<file path="src/rtl/uart_pkg.sv">
// rtl/uart_pkg.sv - register map and bit positions shared by the UART RX controller
package uart_pkg;

   typedef enum logic [1:0] {
      eUartReg_Data   = 2'd0,
      eUartReg_Status = 2'd1,
      eUartReg_Ctrl   = 2'd2,
      eUartReg_Level  = 2'd3
   } uart_reg_e;

   localparam int STAT_OVR_BIT     = 7;
   localparam int STAT_FULL_BIT    = 6;
   localparam int STAT_EMPTY_BIT   = 5;
   localparam int STAT_COUNT_W     = 5;

   localparam int CTRL_RX_IEN_BIT  = 0;
   localparam int CTRL_OVR_IEN_BIT = 1;
   localparam int CTRL_FLUSH_BIT   = 2;

   localparam int LEVEL_W          = 5;

endpackage

</file>
<file path="src/rtl/sync_fifo.sv">
// rtl/sync_fifo.sv - power-of-two synchronous FIFO with flush and look-ahead count
module sync_fifo #(
   parameter  int DEPTH = 8,
   parameter  int WIDTH = 8,
   localparam int AW    = $clog2(DEPTH),
   localparam int CW    = AW + 1
) (
   input  logic             clk,
   input  logic             rst,
   input  logic             i_push,
   input  logic [WIDTH-1:0] i_push_data,
   input  logic             i_pop,
   input  logic             i_flush,
   output logic [WIDTH-1:0] o_head,
   output logic [CW-1:0]    o_count,
   output logic [CW-1:0]    o_count_next,
   output logic             o_full,
   output logic             o_empty,
   output logic             o_push_ok
);

   logic [WIDTH-1:0] r_mem [DEPTH];
   logic [AW-1:0]    r_wr_ptr;
   logic [AW-1:0]    r_rd_ptr;
   logic [CW-1:0]    r_count;

   logic             w_full;
   logic             w_empty;
   logic             w_pop_ok;
   logic             w_push_ok;
   logic [CW-1:0]    w_count_next;

   assign w_full    = (r_count == CW'(DEPTH));
   assign w_empty   = (r_count == '0);
   assign w_pop_ok  = i_pop && !w_empty;
   // A pop in the same cycle frees the slot, so a push into a full FIFO still lands.
   assign w_push_ok = i_push && !i_flush && (!w_full || w_pop_ok);

   always_comb begin
      w_count_next = r_count;
      if (i_flush)
         w_count_next = '0;
      else if (w_push_ok && !w_pop_ok)
         w_count_next = r_count + CW'(1);
      else if (!w_push_ok && w_pop_ok)
         w_count_next = r_count - CW'(1);
   end

   always_ff @(posedge clk) begin
      if (rst) begin
         r_wr_ptr <= '0;
         r_rd_ptr <= '0;
         r_count  <= '0;
      end else begin
         r_count <= w_count_next;
         if (i_flush) begin
            r_wr_ptr <= '0;
            r_rd_ptr <= '0;
         end else begin
            if (w_push_ok) r_wr_ptr <= r_wr_ptr + AW'(1);
            if (w_pop_ok)  r_rd_ptr <= r_rd_ptr + AW'(1);
         end
      end
   end

   always_ff @(posedge clk) begin
      if (w_push_ok) r_mem[r_wr_ptr] <= i_push_data;
   end

   assign o_head       = r_mem[r_rd_ptr];
   assign o_count      = r_count;
   assign o_count_next = w_count_next;
   assign o_full       = w_full;
   assign o_empty      = w_empty;
   assign o_push_ok    = w_push_ok;

endmodule

</file>
<file path="src/rtl/uart_rx_ctrl.sv">
// rtl/uart_rx_ctrl.sv - Wishbone register front end, RX FIFO, overrun policy and irq
// Overrun flag, STATUS bit7 and ovr_ien exist only with UART_RX_CTRL_OVERRUN_EN defined.
module uart_rx_ctrl
   import uart_pkg::*;
#(
   parameter int DEPTH = 8
) (
   input  logic       clk,
   input  logic       rst,
   input  logic       rx_valid,
   input  logic [7:0] rx_data,
   input  logic       wb_stb,
   input  logic       wb_we,
   input  logic [1:0] wb_adr,
   input  logic [7:0] wb_dat_i,
   output logic [7:0] wb_dat_o,
   output logic       wb_ack,
   output logic       irq
);

   localparam int           CW      = $clog2(DEPTH) + 1;
   localparam logic [4:0]   DEPTH_L = 5'(DEPTH);

   logic [7:0]         w_head;
   logic [CW-1:0]      w_count;
   logic [CW-1:0]      w_count_next;
   logic               w_full;
   logic               w_empty;
   logic               w_push_ok;

   logic               r_ack;
   logic [7:0]         r_dat_o;
   logic               r_irq;
   logic               r_rx_ien;
   logic [LEVEL_W-1:0] r_level;

   logic               w_accept;
   uart_reg_e          w_adr;
   logic               w_pop;
   logic               w_flush;
   logic [LEVEL_W-1:0] w_level_wr;
   logic [7:0]         w_status;
   logic               w_overrun;
   logic               w_ovr_ien;
   logic               w_irq_ovr;
   logic               w_unused;

   assign w_accept = wb_stb && !r_ack;
   assign w_adr    = uart_reg_e'(wb_adr);
   assign w_pop    = w_accept && !wb_we && (w_adr == eUartReg_Data);
   assign w_flush  = w_accept && wb_we && (w_adr == eUartReg_Ctrl) && wb_dat_i[CTRL_FLUSH_BIT];

   sync_fifo #(.DEPTH(DEPTH), .WIDTH(8)) u_fifo (
      .clk          (clk),
      .rst          (rst),
      .i_push       (rx_valid),
      .i_push_data  (rx_data),
      .i_pop        (w_pop),
      .i_flush      (w_flush),
      .o_head       (w_head),
      .o_count      (w_count),
      .o_count_next (w_count_next),
      .o_full       (w_full),
      .o_empty      (w_empty),
      .o_push_ok    (w_push_ok)
   );

`ifdef UART_RX_CTRL_OVERRUN_EN
   logic r_overrun;
   logic r_ovr_ien;
   logic w_ovr_set;
   logic w_ovr_clr;
   logic w_overrun_next;

   // A flush discards the coincident push without counting it as an overrun.
   assign w_ovr_set      = rx_valid && !w_push_ok && !w_flush;
   assign w_ovr_clr      = w_accept && wb_we && (w_adr == eUartReg_Status) && wb_dat_i[STAT_OVR_BIT];
   assign w_overrun_next = w_ovr_set || (r_overrun && !w_ovr_clr);

   always_ff @(posedge clk) begin
      if (rst) begin
         r_overrun <= 1'b0;
         r_ovr_ien <= 1'b0;
      end else begin
         r_overrun <= w_overrun_next;
         if (w_accept && wb_we && (w_adr == eUartReg_Ctrl))
            r_ovr_ien <= wb_dat_i[CTRL_OVR_IEN_BIT];
      end
   end

   assign w_overrun = r_overrun;
   assign w_ovr_ien = r_ovr_ien;
   assign w_irq_ovr = r_ovr_ien && w_overrun_next;
`else
   assign w_overrun = 1'b0;
   assign w_ovr_ien = 1'b0;
   assign w_irq_ovr = 1'b0;
`endif

   assign w_status = {w_overrun, w_full, w_empty, STAT_COUNT_W'(w_count)};

   always_comb begin
      w_level_wr = wb_dat_i[LEVEL_W-1:0];
      if (w_level_wr == '0)
         w_level_wr = 5'd1;
      else if (w_level_wr > DEPTH_L)
         w_level_wr = DEPTH_L;
   end

   always_ff @(posedge clk) begin
      if (rst) begin
         r_ack    <= 1'b0;
         r_dat_o  <= 8'h00;
         r_irq    <= 1'b0;
         r_rx_ien <= 1'b0;
         r_level  <= 5'd1;
      end else begin
         r_ack <= w_accept;
         r_irq <= (r_rx_ien && (5'(w_count_next) >= r_level)) || w_irq_ovr;
         if (w_accept) begin
            if (wb_we) begin
               case (w_adr)
                  eUartReg_Ctrl:  r_rx_ien <= wb_dat_i[CTRL_RX_IEN_BIT];
                  eUartReg_Level: r_level  <= w_level_wr;
                  default: ;
               endcase
            end else begin
               case (w_adr)
                  eUartReg_Data:   r_dat_o <= w_empty ? 8'h00 : w_head;
                  eUartReg_Status: r_dat_o <= w_status;
                  eUartReg_Ctrl:   r_dat_o <= {6'b0, w_ovr_ien, r_rx_ien};
                  eUartReg_Level:  r_dat_o <= {3'b0, r_level};
               endcase
            end
         end
      end
   end

   assign w_unused = ^{wb_dat_i[7:5], w_push_ok};

   assign wb_ack   = r_ack;
   assign wb_dat_o = r_dat_o;
   assign irq      = r_irq;

endmodule

</file>
<file path="config.mk">
export PLATFORM = sky130hd
export DESIGN_NAME = uart_rx_ctrl
export DESIGN_NICKNAME = d
export VERILOG_FILES = /design/src/rtl/uart_pkg.sv /design/src/rtl/sync_fifo.sv /design/src/rtl/uart_rx_ctrl.sv
export SDC_FILE = /design/constraint.sdc
export NUM_CORES = 1
export LEC_CHECK = 0
export CORE_MARGIN = 1
export CORE_UTILIZATION = 60
export CTS_CLUSTER_DIAMETER = 60
export DETAILED_ROUTE_END_ITERATION = 6
export PLACE_DENSITY = 0.82
export SYNTH_ARGS = -nofsm -noshare
export SYNTH_HDL_FRONTEND = slang
export SYNTH_SLANG_ARGS = --single-unit
</file>
<file path="constraint.sdc">
create_clock -name clk -period 7.85 [get_ports clk]
set_input_delay 1.57 -clock clk [delete_from_list [all_inputs] [get_ports clk]]
set_output_delay 1.57 -clock clk [all_outputs]
set_load 0.03 [all_outputs]
</file>
==> flow_summary.ini <==
[timing]
setup_viol = 0
rsz0062_at_grt = false
slew_headroom = 0.471
period_minus_slack_ns = 4.04
hold_viol = 0
setup_tns_ns = 0
skew_ns = 0.00963
worst_pin_slew_ns = 0.792
period_share = 0.515
report.final.slew_viol_count = 0
fmax_mhz = 247

[synth]
ys_types = 50
yosysSeqAreaShare = 0.623
synthArstFlopShare = 0
avgSynthCellArea_sq_um = 13.7
synth_area_sq_um = 4020
synth_top_cell_by_area = edfxtp_1
netlist_instances = 294
synth_top_area_share = 0.479
synth-edff-count = 64
synth_nets = 325
ys_seq_elements = 93
synth_warnings = 0
synth_most_common_cell = edfxtp_1
synth_common_cells = edfxtp_1, dfxtp_1, nand2_1
synthFlopType = edfxtp_1
ys_top_cells_by_area = edfxtp_1, dfxtp_1, mux4_2

[outcome]
outcome = finished with violations
violations = design-rule violations

[route]
ant_nets = 0
num_vias = 2471
first_iter_violations = 119
drt-total-wl_um = 7570
post_drt_via_cell_ratio = 6.04
drc = 8
drt-pass1-iter-count = 6
routedWlPerCell_um = 18.5

[place]
place_area_sq_um = 4390
port_buffers = 29
place_inst = 393
dp.final_hpwl_um = 5180
gp_congestion = 0.867

[worst_setup_path]
arrival_ns = 4.28
crit_chain = clkdlybuf4s50_1 -> or3b_1 -> nor4_2 -> nor3_1 -> or3_1 -> ha_1 -> inv_1 -> a21boi_0 -> o21ai_0 -> a21oi_1
critPathKind = in2reg
cp_num_buf_inv = 2
slowest_stage = or3b_1
cpLargestDelayFamily = simple AND/OR/NAND/NOR gates
critPathMaxFanout = 15
slowest_delay_ns = 0.59
start_kind = input port
cp-end-kind = flop
required_ns = 8.09
path_depth = 10
rr_worst_depth = 11

[layout]
syn_to_final_growth_pct = 15.1
drive_above_1_share = 0.139
nets = 358
antenna_cells = 0
fin_area_sq_um = 4620
fin_cells = 409

[cts]
cts_max_level = 3
holdBufCountCts = 0
worst_skew_pair.late_latency_ns = 0.35
clock_sinks = 93
clk_pin_slew_ns = 0.09
cts_buffer_depth = 2
cts_setup_buffers = 0
ctsResizeCount = 0
cts_made_buffers = 9
cts_tree = yes
cts_root_buf = clkbuf_8

[power_and_ir_drop]
pwr-share-clk = 0.362
leakagePower_nw = 1.58
p_comb_frac = 0.087
pwr-share-seq = 0.552
power_density_nw_per_um2 = 214
ir_worst_vdd_mv = 0.187
swShare = 0.224
internal-power_mw = 0.767
switching_power_mw = 0.222

[min_path]
hold_class = reg2reg
holdPathStages = 2

[global_route]
grt_pass1_wl_um = 12100
grt_pass1_vias = 2457
antenna_found_initial = 0
grt_usage = 0.234
grt_overflow = 0
grt_max_degree = 17

[floorplan]
initial_core_util = 0.625
die_y_um = 83.8
dieArea_sq_um = 7020
fp-row-count = 29
fp.dieW_um = 83.8
core_region_area_sq_um = 6420
io_pins = 33

[flow_run]
max_cap_viol_count = 0
-- cell families (layout without fill, tap and decap cells) --
kind of cell | count (synthesis) | count (layout) | share of synthesized area
xor+xnor | 2 | 2 | 0.00436
compound gates | 40 | 40 | 0.0698
mux | 38 | 38 | 0.134
fa+ha+maj | 8 | 8 | 0.0249
buf+inv | 24 | 62 | 0.0259
flops | 93 | 93 | 0.623
simple gates | 89 | 89 | 0.118
-- worst register-to-register path: stages, from the launching register on --
cell and delay (ns):
dfxtp_1 0.43, inv_1 0.09, ha_1 0.26, nor3b_1 0.20
nor4_2 0.54, nor3_1 0.14, or3_1 0.34, ha_1 0.28
inv_1 0.05, a21boi_0 0.06, o21ai_0 0.17, a21oi_1 0.08
-- layout make-up --
| cell class | instances | area (sq um) |
|---|---|---|
| Sequential cell | 93 | 2500 |
| Timing Repair Buffer | 36 | 343 |
| Fill cell | 442 | 1800 |
| Tap cell | 77 | 96.3 |
| Clock buffer | 10 | 138 |
| Clock inverter | 6 | 93.8 |
| Inverter | 10 | 37.5 |
| Multi-Input combinational cell | 177 | 1410 |
-- cell usage in the layout (no fill, tap or decap), drive strengths merged, types with 3 or more instances in the layout --
cell,netlist,layout
and2,4,4
nand4,5,5
nor3,9,9
nand2b,7,7
ha,8,8
nor2b,4,4
edfxtp,64,64
nor2,16,16
clkdlybuf4s50,0,29
nor3b,3,3
nand2,23,23
a22oi,7,7
nor4,5,5
dfxtp,29,29
buf,6,7
o21ai,4,4
clkbuf,8,10
inv,10,12
nand3,4,4
mux2i,20,20
a21oi,13,13
mux2,6,6
mux4,12,12
-- sequential cells by signal (all words and copies together), names as in the netlist, named ones only --
signal	cells
irq	1
r_level	5
r_rx_ien	1
u_fifo.o_count	4
u_fifo.r_mem	64
u_fifo.r_rd_ptr	3
u_fifo.r_wr_ptr	3
wb_ack	1
wb_dat_o	8
-- final timing paths --
check | to | from | slack, ns
hold reg to reg | wb_dat_o[4] | wb_dat_o[4] | 0.47
setup / recovery | irq | wb_stb | 3.81
setup reg to reg | irq | u_fifo.o_count[0] | 5.11
hold / removal | wb_dat_o[4] | wb_dat_o[4] | 0.47
-- metrics by stage --
step	hold WS, ns	util	power (mW)	worst slack (ns)
floorplan	0.445	-	0.608	4.12
global placement	0.460	0.683	0.638	3.49
detailed placement	0.463	0.683	0.641	3.47
CTS	0.474	0.719	0.992	3.83
global route	0.521	0.719	1.02	3.60
finish	0.471	0.719	0.988	3.81
-- routing by layer --
layer  GRT usage  share of wire
met5           0              0
met4       0.114          0.013
met3      0.0603          0.066
met2       0.382           0.48
met1       0.292           0.44
-- power by group through the flow --
stage / Combinational [mW] / Sequential [mW] / Clock, mW
global placement: 0.0823 / 0.555 / 0
CTS: 0.0855 / 0.545 / 0.362
finish: 0.0858 / 0.545 / 0.357
global route: 0.0941 / 0.547 / 0.383
floorplan: 0.0511 / 0.557 / 0
detailed placement: 0.0848 / 0.556 / 0
No activity file was read; power rests on OpenSTA's default activity.
